[config.mk]
export PLATFORM = sky130hd
export DESIGN_NAME = mem_wb_stage_flat
export DESIGN_NICKNAME = d
export VERILOG_FILES = /design/src/rtl/mem_wb_stage_if.sv /design/src/rtl/mem_wb_stage.sv /design/src/flat_wrapper.sv
export SDC_FILE = /design/constraint.sdc
export NUM_CORES = 1
export LEC_CHECK = 0
export ABC_AREA = 1
export BUFFER_PORTS_ARGS = -buffer_cell sky130_fd_sc_hd__buf_2
export CORE_ASPECT_RATIO = 1.4
export CORE_MARGIN = 1.5
export CORE_UTILIZATION = 41
export CTS_BUF_LIST = sky130_fd_sc_hd__clkbuf_4 sky130_fd_sc_hd__clkbuf_8
export CTS_CLUSTER_SIZE = 25
export DETAILED_ROUTE_END_ITERATION = 8
export HOLD_SLACK_MARGIN = 0.15
export PLACE_DENSITY = 0.72
export SLEW_MARGIN = 15
export SYNTH_ARGS = -nofsm -noshare
export SYNTH_HDL_FRONTEND = slang
export SYNTH_SLANG_ARGS = --single-unit
[constraint.sdc]
create_clock -name clk -period 2.08 [get_ports clk]
set_clock_uncertainty 0.15 [all_clocks]
set_input_delay 0.312 -clock clk [delete_from_list [all_inputs] [get_ports clk]]
set_output_delay 0.312 -clock clk [all_outputs]
set_load 0.005 [all_outputs]
[src/rtl/mem_wb_stage_if.sv]
// MEM/WB boundary bundle: MEM-stage results in, register-file write port and status out.
interface mem_wb_stage_if;
    localparam int unsigned XLEN   = 32;
    localparam int unsigned REG_AW = 5;
    localparam int unsigned LT_W   = 3;

    logic              stall_i;
    logic              flush_i;
    logic              mem_valid_i;
    logic              mem_reg_wr_i;
    logic              mem_to_reg_i;
    logic              mem_link_i;
    logic [LT_W-1:0]   mem_load_type_i;
    logic [REG_AW-1:0] mem_rw_i;
    logic [XLEN-1:0]   mem_alu_out_i;
    logic [XLEN-1:0]   mem_rd_data_i;
    logic [XLEN-1:0]   mem_pc_plus4_i;

    logic [XLEN-1:0]   bus_w_o;
    logic [REG_AW-1:0] rw_o;
    logic              reg_wr_o;
    logic              wb_valid_o;
    logic [XLEN-1:0]   fwd_data_o;
    logic [XLEN-1:0]   retire_count_o;

    modport master (
        output stall_i, flush_i, mem_valid_i, mem_reg_wr_i, mem_to_reg_i, mem_link_i,
               mem_load_type_i, mem_rw_i, mem_alu_out_i, mem_rd_data_i, mem_pc_plus4_i,
        input  bus_w_o, rw_o, reg_wr_o, wb_valid_o, fwd_data_o, retire_count_o
    );

    modport slave (
        input  stall_i, flush_i, mem_valid_i, mem_reg_wr_i, mem_to_reg_i, mem_link_i,
               mem_load_type_i, mem_rw_i, mem_alu_out_i, mem_rd_data_i, mem_pc_plus4_i,
        output bus_w_o, rw_o, reg_wr_o, wb_valid_o, fwd_data_o, retire_count_o
    );
endinterface

[src/rtl/mem_wb_stage.sv]
// MEM/WB pipeline register: big-endian load extraction, link/ALU/load select,
// register-file write port, forwarding copy and retire counter. All outputs registered.
module mem_wb_stage #(
    parameter logic [31:0] RESET_PC_LINK = 32'h0,
    parameter logic [31:0] RETIRE_RESET  = 32'h0
) (
    input  logic           clk,
    input  logic           rst_n,
    mem_wb_stage_if.slave  wb
);
    localparam int unsigned XLEN   = 32;
    localparam int unsigned REG_AW = 5;
    localparam logic [2:0] LT_LB  = 3'b001;
    localparam logic [2:0] LT_LBU = 3'b010;
    localparam logic [2:0] LT_LH  = 3'b011;
    localparam logic [2:0] LT_LHU = 3'b100;
    localparam logic [REG_AW-1:0] LINK_REG = REG_AW'(31);

    logic [XLEN-1:0]   bus_w_q,    bus_w_d;
    logic [REG_AW-1:0] rw_q,       rw_d;
    logic              reg_wr_q,   reg_wr_d;
    logic              wb_valid_q, wb_valid_d;
    logic [XLEN-1:0]   retire_q,   retire_d;

    logic [7:0]        byte_sel;
    logic [15:0]       half_sel;
    logic [XLEN-1:0]   load_data;
    logic [XLEN-1:0]   link_data;
    logic [XLEN-1:0]   sel_data;
    logic [REG_AW-1:0] sel_rw;
    logic              sel_wr;

    // Big-endian lane extraction from the aligned read word.
    always_comb begin
        byte_sel = 8'h00;
        case (wb.mem_alu_out_i[1:0])
            2'd0:    byte_sel = wb.mem_rd_data_i[31:24];
            2'd1:    byte_sel = wb.mem_rd_data_i[23:16];
            2'd2:    byte_sel = wb.mem_rd_data_i[15:8];
            default: byte_sel = wb.mem_rd_data_i[7:0];
        endcase
        half_sel = wb.mem_alu_out_i[1] ? wb.mem_rd_data_i[15:0] : wb.mem_rd_data_i[31:16];

        load_data = wb.mem_rd_data_i;
        case (wb.mem_load_type_i)
            LT_LB:   load_data = {{24{byte_sel[7]}}, byte_sel};
            LT_LBU:  load_data = {24'h0, byte_sel};
            LT_LH:   load_data = {{16{half_sel[15]}}, half_sel};
            LT_LHU:  load_data = {16'h0, half_sel};
            default: load_data = wb.mem_rd_data_i;
        endcase
    end

    // Write-back select; link wins over load/ALU and forces $31.
    always_comb begin
        link_data = wb.mem_pc_plus4_i + XLEN'(4);
        if (wb.mem_link_i) begin
            sel_data = link_data;
            sel_rw   = LINK_REG;
        end else begin
            sel_data = wb.mem_to_reg_i ? load_data : wb.mem_alu_out_i;
            sel_rw   = wb.mem_rw_i;
        end
        sel_wr = wb.mem_valid_i & (wb.mem_reg_wr_i | wb.mem_link_i) & (sel_rw != '0);
    end

    // Next state: flush beats stall beats capture.
    always_comb begin
        bus_w_d    = bus_w_q;
        rw_d       = rw_q;
        reg_wr_d   = reg_wr_q;
        wb_valid_d = wb_valid_q;
        retire_d   = retire_q;
        if (wb.flush_i) begin
            reg_wr_d   = 1'b0;
            wb_valid_d = 1'b0;
        end else if (!wb.stall_i) begin
            bus_w_d    = sel_data;
            rw_d       = sel_rw;
            reg_wr_d   = sel_wr;
            wb_valid_d = wb.mem_valid_i;
            if (wb.mem_valid_i) begin
                retire_d = retire_q + XLEN'(1);
            end
        end
    end

    always_ff @(posedge clk or negedge rst_n) begin
        if (!rst_n) begin
            bus_w_q    <= RESET_PC_LINK;
            rw_q       <= '0;
            reg_wr_q   <= 1'b0;
            wb_valid_q <= 1'b0;
            retire_q   <= RETIRE_RESET;
        end else begin
            bus_w_q    <= bus_w_d;
            rw_q       <= rw_d;
            reg_wr_q   <= reg_wr_d;
            wb_valid_q <= wb_valid_d;
            retire_q   <= retire_d;
        end
    end

    assign wb.bus_w_o        = bus_w_q;
    assign wb.fwd_data_o     = bus_w_q;
    assign wb.rw_o           = rw_q;
    assign wb.reg_wr_o       = reg_wr_q;
    assign wb.wb_valid_o     = wb_valid_q;
    assign wb.retire_count_o = retire_q;
endmodule

[src/flat_wrapper.sv]
// flat-port wrapper written by rule: the top's interface ports become plain ports
module mem_wb_stage_flat 
#(
    parameter logic [31:0] RESET_PC_LINK = 32'h0,
    parameter logic [31:0] RETIRE_RESET  = 32'h0
)
  (clk, rst_n, wb_stall_i, wb_flush_i, wb_mem_valid_i, wb_mem_reg_wr_i, wb_mem_to_reg_i, wb_mem_link_i, wb_mem_load_type_i, wb_mem_rw_i, wb_mem_alu_out_i, wb_mem_rd_data_i, wb_mem_pc_plus4_i, wb_bus_w_o, wb_rw_o, wb_reg_wr_o, wb_wb_valid_o, wb_fwd_data_o, wb_retire_count_o);
  mem_wb_stage_if wb_i ();
  input  logic clk;
  input  logic rst_n;
  input wire logic [$bits(wb_i.stall_i)-1:0] wb_stall_i;
  input wire logic [$bits(wb_i.flush_i)-1:0] wb_flush_i;
  input wire logic [$bits(wb_i.mem_valid_i)-1:0] wb_mem_valid_i;
  input wire logic [$bits(wb_i.mem_reg_wr_i)-1:0] wb_mem_reg_wr_i;
  input wire logic [$bits(wb_i.mem_to_reg_i)-1:0] wb_mem_to_reg_i;
  input wire logic [$bits(wb_i.mem_link_i)-1:0] wb_mem_link_i;
  input wire logic [$bits(wb_i.mem_load_type_i)-1:0] wb_mem_load_type_i;
  input wire logic [$bits(wb_i.mem_rw_i)-1:0] wb_mem_rw_i;
  input wire logic [$bits(wb_i.mem_alu_out_i)-1:0] wb_mem_alu_out_i;
  input wire logic [$bits(wb_i.mem_rd_data_i)-1:0] wb_mem_rd_data_i;
  input wire logic [$bits(wb_i.mem_pc_plus4_i)-1:0] wb_mem_pc_plus4_i;
  output wire logic [$bits(wb_i.bus_w_o)-1:0] wb_bus_w_o;
  output wire logic [$bits(wb_i.rw_o)-1:0] wb_rw_o;
  output wire logic [$bits(wb_i.reg_wr_o)-1:0] wb_reg_wr_o;
  output wire logic [$bits(wb_i.wb_valid_o)-1:0] wb_wb_valid_o;
  output wire logic [$bits(wb_i.fwd_data_o)-1:0] wb_fwd_data_o;
  output wire logic [$bits(wb_i.retire_count_o)-1:0] wb_retire_count_o;
  assign wb_i.stall_i = wb_stall_i;
  assign wb_i.flush_i = wb_flush_i;
  assign wb_i.mem_valid_i = wb_mem_valid_i;
  assign wb_i.mem_reg_wr_i = wb_mem_reg_wr_i;
  assign wb_i.mem_to_reg_i = wb_mem_to_reg_i;
  assign wb_i.mem_link_i = wb_mem_link_i;
  assign wb_i.mem_load_type_i = wb_mem_load_type_i;
  assign wb_i.mem_rw_i = wb_mem_rw_i;
  assign wb_i.mem_alu_out_i = wb_mem_alu_out_i;
  assign wb_i.mem_rd_data_i = wb_mem_rd_data_i;
  assign wb_i.mem_pc_plus4_i = wb_mem_pc_plus4_i;
  assign wb_bus_w_o = wb_i.bus_w_o;
  assign wb_rw_o = wb_i.rw_o;
  assign wb_reg_wr_o = wb_i.reg_wr_o;
  assign wb_wb_valid_o = wb_i.wb_valid_o;
  assign wb_fwd_data_o = wb_i.fwd_data_o;
  assign wb_retire_count_o = wb_i.retire_count_o;
  mem_wb_stage #(.RESET_PC_LINK(RESET_PC_LINK), .RETIRE_RESET(RETIRE_RESET)) u_core (.clk(clk), .rst_n(rst_n), .wb(wb_i));
endmodule
* Yosys cells after proc, flatten, opt, wreduce, memory -nomap -nowiden
Cells that the tools add are included.
Operators by class: add/sub/neg operators 2, bitwise operators 5, equality and inequality tests 7, multiplexer cells 10, reduce and logical (&&, ||, !) cells 4
Operators with widths (count):
- 32-bit one-hot mux with 4 select lines | 1
- 32-bit two-way mux | 2
- 32-bit by 1-bit adder with 32-bit output (second input constant) | 1
- 32-bit by 3-bit adder with 32-bit output (second input constant) | 1
- 8-bit one-hot mux with 3 select lines | 1
- 16-bit two-way mux | 1
- 3-bit by 2-bit equality test with 1-bit output (second input constant) | 2
- 5-bit two-way mux | 1
- 5-bit nonzero test | 1
- 1-bit two-way mux | 4
- 3-bit by 1-bit equality test with 1-bit output (second input constant) | 1
- 3-bit equality test (second input constant) | 1
- 3-bit AND reduction | 1
- 1-bit bitwise AND | 2
- 2-bit by 1-bit equality test with 1-bit output (second input constant) | 1
- 2-bit equality test (second input constant) | 1
- 2-bit logical NOT | 1
- 2-bit by 1-bit != test with 1-bit output (second input constant) | 1
- 1-bit inverter | 2
- 2-bit AND reduction | 1
- 1-bit bitwise OR | 1
Word-level totals: bits of input ports 112, output and inout bits 103, word-level logic and storage cells 33, bits in registers 71

* Depth between registers and ports, before layout
Gate-level depths: netlist of run 1.
word-level depth 5, depth in mapped cells 13, gate-level depth less buffers 13

* Least setup slack after synthesis of run 1
Ideal clock, no wire load.
path kind register -> register, start point reg u_core.retire_q[0], in the netlist u_core.wb.retire_count_o[0], end point reg u_core.retire_q[24], in the netlist u_core.wb.retire_count_o[24], stages on the path, launching flop included 9, data required time 1.851 ns, arrival 1.459 ns, setup slack 0.392 ns, clock period less this slack 1.688 ns, cells stage by stage dfrtp_1 > ha_1 > nand4_2 > nor2_4 > nand2_2 > inv_1 > nand3_1 > nor2_1 > xor2_1
Between the ends: word-level cells in the longest chain between the ends 1
RTL lines:
- from (decl) | RTL line mem_wb_stage.sv:23 | logic [XLEN-1:0] retire_q, retire_d;
- from (signal assigned) | RTL line mem_wb_stage.sv:100 | retire_q <= retire_d;
- 32-bit by 1-bit adder with 32-bit output | RTL line mem_wb_stage.sv:83 | retire_d = retire_q + XLEN'(1);
Every way passes these cells. A chain may end at the register's enable or synchronous reset.

* Worst setup path in the final report of run 1
start point in wb_flush_i, end point reg u_core.reg_wr_q, in the netlist u_core.wb.reg_wr_o
Between the ends: word-level cells in the longest chain between the ends 1
RTL lines:
- from (decl) | RTL line flat_wrapper.sv:12 | input wire logic [$bits(wb_i.flush_i)-1:0] wb_flush_i;
- 2-bit by 1-bit != test with 1-bit output (no line) / 1-bit two-way mux (equally long branches)
- to (signal assigned) | RTL line mem_wb_stage.sv:98 | reg_wr_q <= reg_wr_d;
- to (decl) | RTL line mem_wb_stage.sv:21 | logic reg_wr_q, reg_wr_d;
Several ways; a longest one is shown, not always the timed one.

==> results of run 1 <==
worst max-delay path, delay by kind of cell:
kind,cells,cell delay [ns]
compound gates,2,0.27
buf+inv,5,1.20
simple gates,2,0.27
state kept, by name (all words and copies together), names as in the netlist:
name                      flops
u_core.wb.reg_wr_o            1
u_core.wb.retire_count_o     32
u_core.wb.wb_valid_o          1
u_core.wb.bus_w_o            32
u_core.wb.rw_o                5
per-layer routing:
layer	vias to the layer above	track usage	routed length, um
met2	309	0.499	10600
met4	0	0.136	912
met1	3045	0.383	8830
met5	-	0	0
met3	46	0.0359	1300
li1	3266	-	-
cell usage after synthesis, types with 2 or more instances:
cell type	count	area [um2]
nand2_1	335	1260
nor2_1	134	503
inv_1	74	278
dfrtp_1	71	1780
nand3_1	56	280
o21ai_0	36	180
a21oi_1	35	175
buf_4	35	263
xor2_1	25	219
nor3_1	22	110
clkbuf_1	19	71.3
nand4_1	15	93.8
xnor2_1	11	96.3
o21ai_1	9	45.0
nand3b_1	7	52.6
buf_1	3	11.3
nand2_2	3	18.8
nor2_4	3	33.8
or2_2	3	18.8
a31oi_1	2	12.5
clkinv_1	2	7.51
ha_1	2	25.0
nand4_2	2	25.0
nor2_2	2	12.5
where the power goes:
part           switching (mW)  internal, mW
registers               0.177          1.55
logic                   0.755         0.543
clock network           0.573         0.440
total                    1.50          2.54
logic make-up after synthesis:
logic type / after synthesis
fa+ha+maj: 2
flops: 71
xor+xnor: 36
compound gates: 83
simple gates: 589
buf+inv: 134
stage by stage:
step                       util  setup TNS [ns]  instance area [um2]
after floorplan               -               0                 5650
after global placement    0.513         -0.0309                 6900
after detailed placement  0.513               0                 6900
after CTS                 0.535               0                 7190
after global routing      0.535               0                 7190
final                     0.535               0                 7190
placed cells by master (no fill, tap or decap):
cell           count
nor2_2             2
dfrtp_1           71
nand2_4            1
a31oi_1            2
o21ai_0           36
clkinv_4           1
xnor2_1           11
nor3b_1            1
nand4_1           15
nand4_2            2
buf_2            214
buf_4             26
nor3_4             1
or2_1              1
clkinv_1           2
nand3_1           56
nand3b_1           7
clkinvlp_4         3
or2_2              3
buf_12             5
nand2_1          335
xor2_1            25
nor4_1             1
inv_1             74
nor2_4             3
clkbuf_8           9
nor2_1           134
inv_2              1
ha_1               2
nor3_2             1
nand3_4            1
a21oi_1           35
a22o_1             1
nor3_1            22
dlygate4sd3_1     12
nand2_2            3
clkinv_2           1
o21ai_1            9
clkbuf_4           1
area by class of cell:
| cell class | instances | area (um2) | area share |
|---|---|---|---|
| Tap cell | 182 | 228 | 0.0317 |
| Multi-Input combinational cell | 710 | 3240 | 0.451 |
| Inverter | 77 | 289 | 0.0402 |
| Clock buffer | 10 | 131 | 0.0183 |
| Clock inverter | 5 | 36.3 | 0.00505 |
| Timing Repair Buffer | 257 | 1490 | 0.207 |
| Sequential cell | 71 | 1780 | 0.247 |
worst paths after layout:
kind | startpoint | endpoint | slack [ns] | cells after the start
max | wb_flush_i | u_core.wb.reg_wr_o$_DFFE_PN0P_ | 0.15 | 9
min | wb_mem_rw_i[4] | u_core.wb.rw_o[4]$_DFFE_PN0P_ | 0.16 | 4
max reg2reg | u_core.wb.retire_count_o[0]$_DFFE_PN0P_ | u_core.wb.retire_count_o[24]$_DFFE_PN0P_ | 0.21 | 8
min reg2reg | u_core.wb.rw_o[1]$_DFFE_PN0P_ | u_core.wb.rw_o[1]$_DFFE_PN0P_ | 0.34 | 2
max in group asynchronous | rst_n | u_core.wb.bus_w_o[31]$_DFFE_PN0P_ | 0.90 | 3
min in group asynchronous | rst_n | u_core.wb.bus_w_o[14]$_DFFE_PN0P_ | 0.31 | 2
timing repair:
| action | 4_1_cts | 5_1_grt |
|---|---|---|
| endpoints found under the hold margin | 24 | 0 |
| hold buffers | 12 | 0 |
| setup endpoints to repair | 0 | 0 |
==> out/metrics.csv, run 1 <==
metric;value;unit
status;complete, no violations;
Via density;5.08;
critical path required time;2.21;ns
syn nets;1029;
cell row count;50;
Synth Warn #;0;
Leak;3.96;nW
post-route ant nets;0;
Total GRT Usage;0.299;
fin cells;1312;
sequential cell area fraction in the yosys report;0.314;
Area Growth Syn to Fin;27.2;%
Final Slew Violations;0;
largest net degree at the start of global routing;50;
complex-gate fraction of the synthesized area;0.0746;
pre-CTS setup slack;0.0149;ns
post-CTS setup buffers;0;
DP Wirelength;17400;um
area of the die;14500;um2
DR pass1 iterations;5;
Min Hold Slack;0.160;ns
Core ar.;13500;um2
Worst Path Max Fanout;10;
crit end category;flop;
CTS Sinks;71;
pwr dens;562;nW/um2
Clk pin slew, worst setup/hold paths;0.08;ns
adder-cell share of the synthesized area;0.00443;
crit-path cells;buf_2 > nor2_4 > buf_4 > nand2_4 > buf_4 > clkinv_1 > o21ai_0 > o21ai_0 > dlygate4sd3_1;
Final Setup Violations;0;
HP Class;primary input to flop;
Main synth FF type;dfrtp_1;
FMAX;0.517;GHz
combinational family with the most area after synthesis;simple AND/OR/NAND/NOR gates;
antenna violations before repair;0;
Antenna Diode Count;0;
Die Y;142;um
mux contribution to synthesized area;0;
#FFs+latches synth;71;
layout cells sized above 1;0.246;
syn_area_per_cell;6.18;um2
TritonCTS Buffers;9;
fillers;1397;
Syn Std Cell Area;5650;um2
first-pass GRT wire length;32800;um
Vias;6666;
Netlist cell types;33;
Worst Max-Slew Pin Slew;0.527;ns
CTS Buffer Depth;2;
number of global-route vias before repair;6210;
clock root buffer;clkbuf_8;
PortBufs;214;
gr ovfl total;0;
post-synthesis xor/xnor area fraction;0.0558;
Final min period;1.93;ns
crit-path max cell delay;0.56;ns
H-tree Lvls;3;
Rel. slew slack;0.649;
WL per Instance;16.5;um
kind of critical path;primary input to flop;
Critical Path Source Type;primary input;
Synth async-reset ratio;1.00;
Final Hold Viols;0;
Final WS setup;0.146;ns
Final #Nets;1240;
CTS tree;yes;
Placed Cells;1285;
Synth Area in Simple Gates;0.439;
I/O pin count;215;
crit path max-delay cell type;dlygate4sd3_1;
Initial Utilization;0.420;
Iteration-0 DRC Markers;483;
post-CTS sizing;0;
Overall Power;4.04;mW
Final Cycle Share;0.930;
post-synthesis instance total;915;
DRC violations left;0;
clk_lat worst skew;0.35;ns
routability cong.;1.06;
maxcap violations;0;
Post-Route WL;21600;um
RSZ-0062 raised after global routing;no;
Post-synth EDFFs;0;
Worst IR Drop VDD;0.310;mV
Arrival @ worst endpoint;2.07;ns
Die X;102;um
Power figures use the tool's default switching activity.
==> run 2, diff against run 1 <==
CTS_BUF_LIST = not set   (was sky130_fd_sc_hd__clkbuf_4 sky130_fd_sc_hd__clkbuf_8)
==> run 2 against run 1 <==
  * Global-route usage grew 0.15 points
  * Largest cell class unchanged
  * Register-to-register slack is essentially flat
  * Wire length shrank 0.65%
  * Critical path depth shrank 1
  * Die area is the same
  * First-iteration DRC count shrank 1.9%
  * Final cell count shrank 0.30%
  * Sequential cell count is the same
  * Utilization grew 0.43 points
==> out/metrics.csv, run 2 (synthesis results as in run 1) <==
metric;value;unit;change
status;complete, no violations;;
Worst Path Max Fanout;5;;-5
Final Slew Violations;0;;unchanged
maxcap violations;0;;unchanged
Rel. slew slack;0.653;;+0.00439
post-CTS sizing;0;;unchanged
clk_lat worst skew;0.34;ns;about the same
CTS Sinks;71;;unchanged
Area Growth Syn to Fin;28.2;%;
Clock Power Share;0.320;;+0.069
Die X;102;um;unchanged
Final #Nets;1236;;-0.32%
Final Setup Violations;0;;unchanged
Initial Utilization;0.420;;unchanged
commonest non-fill, non-tap cell in the layout;nand2_1;;
Final min period;1.86;ns;-0.0789 ns
Post-Route WL;21500;um;-0.65%
Final Hold Viols;0;;unchanged
FMAX;0.539;GHz;+4.3%
routability cong.;1.06;;unchanged
Critical Path Source Type;flop;;
met1 WL;8730;um;-1.1%
Vias;6584;;-1.2%
met3 wire length;1330;um;+2.6%
met2 WL post-DR;10500;um;-0.31%
fin cells;1308;;-0.30%
Worst IR Drop VDD;0.330;mV;+6.3%
Logic pwr share;0.290;;-0.031
first-pass GRT wire length;32800;um;about the same
switching share of power;0.348;;-0.0244
DRC violations left;0;;unchanged
gr ovfl total;0;;unchanged
DP Wirelength;17400;um;unchanged
H-tree Lvls;3;;unchanged
source of the critical timing path;u_core.wb.retire_count_o[0]$_DFFE_PN0P_;;
Arrival @ worst endpoint;1.97;ns;-0.10 ns
layout cells sized above 1;0.246;;about the same
CTS Buffer Depth;2;;unchanged
Via density;5.03;;-0.93%
PortBufs;214;;unchanged
area of the die;14500;um2;unchanged
pwr dens;613;nW/um2;+9.0%
cell row count;50;;unchanged
I/O pin count;215;;unchanged
Clk pin slew, worst setup/hold paths;0.06;ns;-0.02 ns
Hold Startpoint;wb_mem_alu_out_i[9];;
worst r2r src;u_core.wb.retire_count_o[0]$_DFFE_PN0P_;;
Placed Cells;1285;;unchanged
uppermost layer routed;met4;;
critical path required time;2.19;ns;-0.02 ns
Core ar.;13500;um2;unchanged
WL per Instance;16.4;um;-0.34%
number of global-route vias before repair;6227;;+0.27%
Sequential Power Share;0.390;;-0.038
antenna violations before repair;0;;unchanged
most frequent cells in the layout;nand2_1, buf_2, nor2_1;;
Worst Max-Slew Pin Slew;0.520;ns;-0.00659 ns
HP Class;primary input to flop;;
Die Y;142;um;unchanged
RSZ-0062 raised after global routing;no;;
Min Hold Slack;0.161;ns;+0.00126 ns
internal power;2.90;mW;+14%
clock root buffer;clkbuf_16;;
kind of critical path;flop to flop;;
crit end category;flop;;
Leak;3.98;nW;+0.61%
Final Cycle Share;0.892;;-0.0380
CTS tree;yes;;
Psw;1.55;mW;+2.7%
DR pass1 iterations;5;;unchanged
Antenna Diode Count;0;;unchanged
post-route ant nets;0;;unchanged
Iteration-0 DRC Markers;474;;-1.9%
TritonCTS Buffers;9;;unchanged
largest net degree at the start of global routing;50;;unchanged
Total GRT Usage;0.301;;+0.00153
run 2: cell count changes in the layout (fill, tap and decap cells not counted):
cell and change:
clkbuf_4 -1, dlygate4sd3_1 -4, clkbuf_16 +9, clkbuf_1 +1, clkbuf_8 -9
run 2: layout make-up:
| cell class | count | area [um2] |
|---|---|---|
| fillers | 1385 | 6200 |
| flip-flops and latches | 71 | 1780 |
| clock buffers | 10 | 229 |
| inverters | 77 | 289 |
| well taps | 182 | 228 |
| multi-input cells | 710 | 3240 |
| repair buffers | 253 | 1450 |
| clock inverters | 5 | 36.3 |
run 2: final timing paths:
check	endpoint	slack [ns]	depth (start not counted)
min	u_core.wb.bus_w_o[9]$_DFFE_PN0P_	0.16	5
min in group asynchronous	u_core.wb.bus_w_o[14]$_DFFE_PN0P_	0.33	2
max	u_core.wb.retire_count_o[26]$_DFFE_PN0P_	0.22	8
max in group asynchronous	u_core.wb.bus_w_o[25]$_DFFE_PN0P_	0.89	3
max reg2reg	u_core.wb.retire_count_o[26]$_DFFE_PN0P_	0.22	8
min reg2reg	u_core.wb.rw_o[2]$_DFFE_PN0P_	0.34	2
run 2: routing by layer:
metal / global-route usage / vias to the layer above
li1: - / 3260
met1: 0.380 / 2995
met2: 0.503 / 281
met3: 0.0437 / 48
met4: 0.133 / 0
met5: 0 / -
run 2: power groups by stage:
stage | clock, mW | sequential [mW] | combinational (mW)
4_1_cts | 1.45 | 1.73 | 1.29
6_report | 1.42 | 1.73 | 1.29
3_5_place_dp | 0 | 1.75 | 1.28
5_1_grt | 1.50 | 1.76 | 1.44
3_3_place_gp | 0 | 1.75 | 1.27
2_1_floorplan | 0 | 1.74 | 0.695
run 2: per-stage QoR:
stage | area (um2) | setup TNS [ns] | power, mW | worst slack, ns | util
global route | 7250 | 0 | 4.70 | 0.0494 | 0.539
finish | 7250 | 0 | 4.44 | 0.225 | 0.539
CTS | 7250 | 0 | 4.47 | 0.234 | 0.539
floorplan | 5650 | 0 | 2.43 | 0.392 | -
detailed placement | 6900 | 0 | 3.03 | 0.0149 | 0.513
global placement | 6900 | -0.0309 | 3.02 | -0.0241 | 0.513
run 2: worst max-delay path: stages (launching register included):
cell and delay (ns):
dfrtp_1 0.41, ha_1 0.22, nand4_2 0.19, nor2_4 0.19
nand2_2 0.12, nor2_4 0.13, nand2_1 0.09, nor2_1 0.14
xor2_1 0.15
run 2: what timing repair did:
action | 4_1_cts | 5_1_grt
buffers inserted | 0 | 0
hold buffers | 8 | 0
endpoints found under the hold margin | 21 | 0
